$ cat config.mk
export PLATFORM = sky130hd
export DESIGN_NAME = glitch_sweep_sequencer
export DESIGN_NICKNAME = d
export VERILOG_FILES = /design/src/rtl/glitch_sweep_sequencer.sv
export SDC_FILE = /design/constraint.sdc
export NUM_CORES = 1
export LEC_CHECK = 0
export BUFFER_PORTS_ARGS = -buffer_cell sky130_fd_sc_hd__buf_2
export CAP_MARGIN = 20
export CORE_MARGIN = 1
export CORE_UTILIZATION = 60
export CTS_CLUSTER_DIAMETER = 30
export DETAILED_ROUTE_END_ITERATION = 7
export MAX_ROUTING_LAYER = met4
export PLACE_DENSITY = 0.86
export SLEW_MARGIN = 20
export SYNTH_ARGS = -nofsm -noshare
export SYNTH_HDL_FRONTEND = slang
export SYNTH_SLANG_ARGS = --single-unit
$ cat constraint.sdc
create_clock -name CLK -period 3.05 [get_ports CLK]
set_input_delay 0.61 -clock CLK [delete_from_list [all_inputs] [get_ports CLK]]
set_output_delay 0.61 -clock CLK [all_outputs]
set_load 0.005 [all_outputs]
$ cat src/rtl/glitch_sweep_sequencer.sv
`default_nettype none
// ============================================================================
//  Module      : glitch_sweep_sequencer
//  Description : Drives a target through repeated reset / delay / glitch /
//                wait attempts, sweeping glitch delay and width until the
//                target reports a success code or the sweep is exhausted.
//  Revision    : 1.0  initial release
// ============================================================================
module glitch_sweep_sequencer #(
    parameter logic [15:0] RESET_DURATION = 16'h0010,
    parameter logic [15:0] DELAY_MIN      = 16'h0001,
    parameter logic [15:0] DELAY_MAX      = 16'h0300,
    parameter logic [15:0] LEN_MIN        = 16'h0180,
    parameter logic [15:0] LEN_MAX        = 16'h0200,
    parameter logic [23:0] TIMEOUT        = 24'h100000,
    parameter logic [7:0]  SUCCESS_CODE   = 8'h88
) (
    input  logic        CLK,
    input  logic        RST_N,
    input  logic        start,
    input  logic        abort,
    input  logic [7:0]  debug_code,
    input  logic        debug_valid,
    output logic        reset_req,
    output logic        glitch_en,
    output logic        busy,
    output logic        hit,
    output logic        sweep_done,
    output logic        attempt_stb,
    output logic [15:0] cur_delay,
    output logic [15:0] cur_len
);

    localparam logic [2:0] ST_IDLE = 3'd0;
    localparam logic [2:0] ST_RST  = 3'd1;
    localparam logic [2:0] ST_DLY  = 3'd2;
    localparam logic [2:0] ST_GLT  = 3'd3;
    localparam logic [2:0] ST_WAIT = 3'd4;
    localparam logic [2:0] ST_NEXT = 3'd5;
    localparam logic [2:0] ST_HIT  = 3'd6;

    // Counter loads are "cycles - 1"; a zero duration still costs one cycle.
    localparam logic [23:0] RST_LOAD  = (RESET_DURATION == 16'h0000) ? 24'h000000
                                        : {8'h00, RESET_DURATION - 16'h0001};
    localparam logic [23:0] WAIT_LOAD = (TIMEOUT == 24'h000000) ? 24'h000000
                                        : TIMEOUT - 24'h000001;

    logic [2:0]  state_q, state_d;
    logic [23:0] cnt_q, cnt_d;
    logic [15:0] delay_q, delay_d;
    logic [15:0] len_q, len_d;
    logic        reset_req_q, glitch_en_q, attempt_stb_q, sweep_done_q;

    logic        w_success;
    logic        w_cnt_zero;
    logic [2:0]  w_post_dly_state, w_post_rst_state;
    logic [23:0] w_post_dly_cnt, w_post_rst_cnt;

    assign w_success  = debug_valid && (debug_code == SUCCESS_CODE);
    assign w_cnt_zero = (cnt_q == 24'h000000);

    // Where to go once a phase ends; zero-length phases are skipped entirely.
    assign w_post_dly_state = (len_q != 16'h0000) ? ST_GLT : ST_WAIT;
    assign w_post_dly_cnt   = (len_q != 16'h0000) ? {8'h00, len_q - 16'h0001} : WAIT_LOAD;
    assign w_post_rst_state = (delay_q != 16'h0000) ? ST_DLY : w_post_dly_state;
    assign w_post_rst_cnt   = (delay_q != 16'h0000) ? {8'h00, delay_q - 16'h0001} : w_post_dly_cnt;

    // Next-state, counter and sweep-parameter logic; abort overrides everything
    always_comb begin
        state_d = state_q;
        cnt_d   = cnt_q;
        delay_d = delay_q;
        len_d   = len_q;
        if (abort) begin
            state_d = ST_IDLE;
            cnt_d   = 24'h000000;
        end else begin
            case (state_q)
                ST_IDLE, ST_HIT: begin
                    if (start) begin
                        delay_d = DELAY_MIN;
                        len_d   = LEN_MIN;
                        state_d = ST_RST;
                        cnt_d   = RST_LOAD;
                    end
                end
                ST_RST: begin
                    if (w_cnt_zero) begin
                        state_d = w_post_rst_state;
                        cnt_d   = w_post_rst_cnt;
                    end else begin
                        cnt_d = cnt_q - 24'h000001;
                    end
                end
                ST_DLY: begin
                    if (w_cnt_zero) begin
                        state_d = w_post_dly_state;
                        cnt_d   = w_post_dly_cnt;
                    end else begin
                        cnt_d = cnt_q - 24'h000001;
                    end
                end
                ST_GLT: begin
                    if (w_cnt_zero) begin
                        state_d = ST_WAIT;
                        cnt_d   = WAIT_LOAD;
                    end else begin
                        cnt_d = cnt_q - 24'h000001;
                    end
                end
                ST_WAIT: begin
                    // Success takes priority over a timeout in the same cycle
                    if (w_success) begin
                        state_d = ST_HIT;
                        cnt_d   = 24'h000000;
                    end else if (w_cnt_zero) begin
                        state_d = ST_NEXT;
                    end else begin
                        cnt_d = cnt_q - 24'h000001;
                    end
                end
                ST_NEXT: begin
                    if (delay_q < DELAY_MAX) begin
                        delay_d = delay_q + 16'h0001;
                        state_d = ST_RST;
                        cnt_d   = RST_LOAD;
                    end else if (len_q < LEN_MAX) begin
                        delay_d = DELAY_MIN;
                        len_d   = len_q + 16'h0001;
                        state_d = ST_RST;
                        cnt_d   = RST_LOAD;
                    end else begin
                        state_d = ST_IDLE;
                    end
                end
                default: begin
                    state_d = ST_IDLE;
                    cnt_d   = 24'h000000;
                end
            endcase
        end
    end

    // State registers; strobes and drive outputs are registered from the next state
    always_ff @(posedge CLK or negedge RST_N) begin
        if (!RST_N) begin
            state_q       <= ST_IDLE;
            cnt_q         <= 24'h000000;
            delay_q       <= 16'h0000;
            len_q         <= 16'h0000;
            reset_req_q   <= 1'b0;
            glitch_en_q   <= 1'b0;
            attempt_stb_q <= 1'b0;
            sweep_done_q  <= 1'b0;
        end else begin
            state_q       <= state_d;
            cnt_q         <= cnt_d;
            delay_q       <= delay_d;
            len_q         <= len_d;
            reset_req_q   <= (state_d == ST_RST);
            glitch_en_q   <= (state_d == ST_GLT);
            attempt_stb_q <= (state_d == ST_NEXT);
            sweep_done_q  <= (state_d == ST_NEXT) && (delay_q >= DELAY_MAX) && (len_q >= LEN_MAX);
        end
    end

    assign reset_req   = reset_req_q;
    assign glitch_en   = glitch_en_q;
    assign attempt_stb = attempt_stb_q;
    assign sweep_done  = sweep_done_q;
    assign busy        = (state_q != ST_IDLE) && (state_q != ST_HIT);
    assign hit         = (state_q == ST_HIT);
    assign cur_delay   = delay_q;
    assign cur_len     = len_q;

endmodule
`default_nettype wire

# --- After elaboration in Yosys (flattened, before gate mapping) ---
# Cells that the tools add are included.
# Widths: inputs -> output; s select.
word_totals:
  latch_bits: 0
  word_cells: 82
  ram_bits: 0
  inputBits: 13
  out_inout_bits: 38
  memories: 0
  regBits: 63
  rom_bits: 0
classes:
  reduce_logical: 14
  eq_ne: 18
  div_mod_pow: 0
  shift: 0
  mux: 32
  order_cmp: 4
  bitwise: 1
  n_addsub: 5
  multipliers: 0
ops:
  columns: ["operator", "n"]
  rows:
  - ["$mux 24", 9]
  - ["$pmux 24 s6", 1]
  - ["$mux 16", 6]
  - ["$pmux 16 s2", 2]
  - ["$mux 20", 2]
  - ["$add 16x1->16 const B", 2]
  - ["$ge 16x10->1 const B", 2]
  - ["$lt 16x10->1 const B", 2]
  - ["$reduce_bool 16->1", 2]
  - ["$sub 16x1->16 const B", 2]
  - ["$mux 3", 9]
  - ["$logic_not 24->1", 1]
  - ["$sub 24x1->24 const B", 1]
  - ["$pmux 3 s6", 1]
  - ["$eq 3x3->1 const B", 4]
  - ["$eq 3x2->1 const B", 3]
  - ["$ne 3x3->1 const B", 3]
  - ["$eq 8x8->1 const B", 1]
  - ["$ne 4x4->1 const B", 2]
  - ["$eq 3x1->1 const B", 2]
  - ["$ne 2x2->1 const B", 3]
  - ["$reduce_and 5->1", 1]
  - ["$logic_and 1x1->1", 4]
  - ["$reduce_and 4->1", 1]
  - ["7 further kinds", 8]

# --- Longest topological paths before layout ---
logic_depth:
  ltp_word: 9
  mapped_depth: 11
  depth_no_buf: 9

# --- Worst setup path after synthesis ---
# OpenSTA, ideal clock, no wires.
synth_path:
  path_type: "register to register"
  from: "register len_q[0], in the netlist cur_len[0]"
  to: "register cnt_q[16]"
  required_ps: 2986
  arrival_ps: 2575
  n_path_buf: 2
  slack_ps: 411
  setup_ps: 64
  period_less_slack_ps: 2639
  path_stages_with_launch: 11
  path_cell_list: "dfrtp_1 -> inv_1 -> ha_1 -> or4b_1 -> buf_2 -> or4_1 -> clkbuf_1 -> o21ai_1 -> a211oi_2 -> nor4b_1 -> a21o_1"
synth_via:
  elab_chain_len: 6
  word_cells_on_any_way: 10
  classes_between: "order compare (1); eq/ne (1); mux (6); reduce/logical (2)"
synth_lines:
  columns: ["item", "line", "text"]
  rows:
  - ["start: declaration", "51", "logic [15:0] len_q, len_d;"]
  - ["start signal: assignment", "159", "len_q <= len_d;"]
  - ["parallel branches: the longest is 6 deep, another holds $lt 16x10->1", null, null]
  - ["end signal: assignment", "157", "cnt_q <= cnt_d;"]
  - ["end: declaration", "49", "logic [23:0] cnt_q, cnt_d;"]
# Several ways; the timed one is not identified.
# A chain may end at the register's enable or synchronous reset.

# --- Final worst setup path ---
layout_path:
  from: "register len_q[1], in the netlist cur_len[1]"
  to: "register cnt_q[16]"
# The elaborated chain is that of the path after synthesis.

==> flow_summary.yaml <==
outcome:
  status: "finished, final reports clean"
route:
  drt_wl_total_um: 14400
  route.detailed.wl_per_inst_um: 19.1
  vias_per_cell: 6.75
  remaining_drc_errors: 0
  initialDrtViolationCount: 471
  vias: 5074
  postRouteAntennaNets: 0
  drt_pass1_iterations: 6
sta:
  period_share_pct: 95.1
  setup_viol: 0
  fin_skew_ps: 9.49
  fin_setup_tns_ps: 0
  fmax_mhz: 345
  rsz0062_at_grt: "no"
  hold_viol: 0
  relSlewSlack_pct: 49.3
  worst_slew_pin_slew_ps: 754
  slew_viol_final: 0
  fin_crit_ps: 2900
clock_network:
  cts_num_sinks: 63
  clock_latency_ps: 340
  cts_tree: "done"
  holdBufCountCts: 0
  cts.clk_slew.worst_paths_ps: 70
  cts_htree_levels: 3
  clock-root-buffer: "clkbuf_8"
  ctsLongestPathBuffers: 2
  cts_buffers: 9
global_route:
  first_global_vias: 4746
  grt_pass1_wl_um: 23400
  grt_max_degree: 34
  antenna_found_initial: 0
  grt_use_total_pct: 36.9
  overflow: 0
worst_hold_path:
  hold_class: "in -> async"
worst_setup_path:
  critPathKind: "reg -> reg"
  slowest_delay_ps: 630
  endpoint_kind: "flop"
  cp_cell_sequence: "inv_1 -> ha_1 -> or4b_1 -> nor4_4 -> buf_4 -> nor2_1 -> a21oi_1 -> a211oi_2 -> o31ai_1 -> a21o_1"
  cp.required_ps: 3330
  crit_fanout: 9
  cp-start-kind: "flop"
  worstPathArrival_ps: 3180
  cpMaxStageDelayCell: "or4b_1"
finish:
  drive_above_1_share_pct: 19.4
  fillers: 661
  finalInstanceArea_um2: 5420
  area_delta_synth_final_pct: 14.4
  nNetsFinal: 665
  n_antenna_cell: 0
synth:
  yosysMostFrequentCell: "nor2_1"
  ys_types: 74
  synth.ff_latch_count: 63
  yosysWarnings: 0
  synth_top_area_share_pct: 33.3
  syn-num-nets: 604
  synth_commonest_cells: "nor2_1 (66), dfrtp_1 (63), o21ai_0 (48)"
  synthTopCellsByArea: "dfrtp_1 (33%), nor2_1 (5.2%), o21ai_0 (5.1%), nand2_1 (3.7%), xnor2_1 (3.1%)"
  synth_seq_area_share_pct: 33.3
  syn_area_um2: 4740
  yosys.area.top_type: "dfrtp_1"
  synth_edf_count: 0
  synth_ff_type: "dfrtp_1"
  syn_inst: 586
  syn_area_per_cell_um2: 8.09
  synthArstFlopShare_pct: 100
floorplanning:
  core-area_um2: 7690
  die_w_um: 90.9
  fp.dieH_um: 90.9
  num_io_pins: 51
  fp-row-count: 32
  die_area_um2: 8260
  initial_core_util_pct: 61.6
power:
  power_density_nw_per_um2: 828
  power.total_mw: 4.49
  ir_worst_vdd_uv: 466
  total_leakage_power_nw: 2.52
placed_design:
  hpwl_um: 10800
  gp_congestion: 1.00
  postPlaceCellArea_um2: 5220
  port_buffers: 50
flow_run:
  cap_violations: 0
cell families after synthesis:
family                   Yosys count  share of synthesized area [%]
buffers and inverters             48                           4.33
AO/OA/AOI/OAI                    177                           26.0
multiplexers                       1                          0.211
AND/OR/NAND/NOR                  264                           29.7
XOR/XNOR                          28                           5.18
flip-flops                        63                           33.3
adder cells (fa/ha/maj)            5                           1.32
routing by layer:
metal  global-route usage (%)  part of all wire [%]  vias up
met5                        -                     0        -
met4                     12.6                   2.4        0
met3                     7.32                   8.8       39
met2                     57.7                    47      293
met1                     47.9                    42     2424
li1                         -                     -     2318
worst paths after layout:
path	depth (start not counted)	end	slack, ps	from
hold reg to reg	1	cnt_q[20]$_DFFE_PN0P_	530	cnt_q[20]$_DFFE_PN0P_
setup / recovery	10	cnt_q[16]$_DFFE_PN0P_	150	cur_len[1]$_DFFE_PN0P_
hold / removal	1	cur_delay[2]$_DFFE_PN0P_	330	RST_N
max in group asynchronous	2	cnt_q[10]$_DFFE_PN0P_	2090	RST_N
setup reg to reg	10	cnt_q[16]$_DFFE_PN0P_	150	cur_len[1]$_DFFE_PN0P_
min in group CLK	1	cnt_q[20]$_DFFE_PN0P_	530	cnt_q[20]$_DFFE_PN0P_
cells in the final DEF (no fill, tap or decap), types with 12 or more instances in the layout:
cell type and count:
inv_1 14, buf_2 50, nand4_1 12, buf_4 33, a31oi_1 13, nand3_1 20, nand2_1 47, clkbuf_8 13
nor3_1 25, nor2_1 66, xnor2_1 17, a21oi_1 28, nor4_1 17, dfrtp_1 63, o21ai_0 48
registers in the layout, indices dropped and copies added (netlist names):
register / cells
cur_delay: 16
reset_req: 1
glitch_en: 1
cur_len: 16
cnt_q: 24
attempt_stb: 1
sweep_done: 1
state_q: 3
power breakdown:
group / total, mW / switching, mW / internal, mW / leakage [nW]
sequential: 1.12 / 0.172 / 0.950 / 0.856
clock: 0.683 / 0.308 / 0.376 / 0.0946
combinational: 2.68 / 1.65 / 1.03 / 1.56
per-stage QoR:
stage	util, %	cells	setup slack (ps)	hold slack [ps]
after global routing	70.5	752	16.7	385
after global placement	68.0	737	234	502
final	70.5	752	150	329
after detailed placement	68.0	737	155	521
after floorplan	-	586	411	314
after CTS	70.3	751	139	352
repair_timing:
item	CTS	global route
gates resized for setup	0	1
buffers inserted	0	1
setup endpoints to repair	0	4
critical path, delay by kind of cell, from the launching register on:
family / cells / cell delay (ps)
fa+ha+maj: 1 / 190
flops: 1 / 380
simple gates: 3 / 1160
buf+inv: 2 / 290
compound gates: 4 / 820
layout make-up:
cell class	count	area (um^2)	area share, %
inverter	14	52.6	0.970
clock buffer	14	183	3.37
tap	102	128	2.35
timing repair buffer	84	518	9.56
sequential	63	1580	29.1
multi-input combinational	475	2960	54.7
Power figures use the tool's default switching activity.
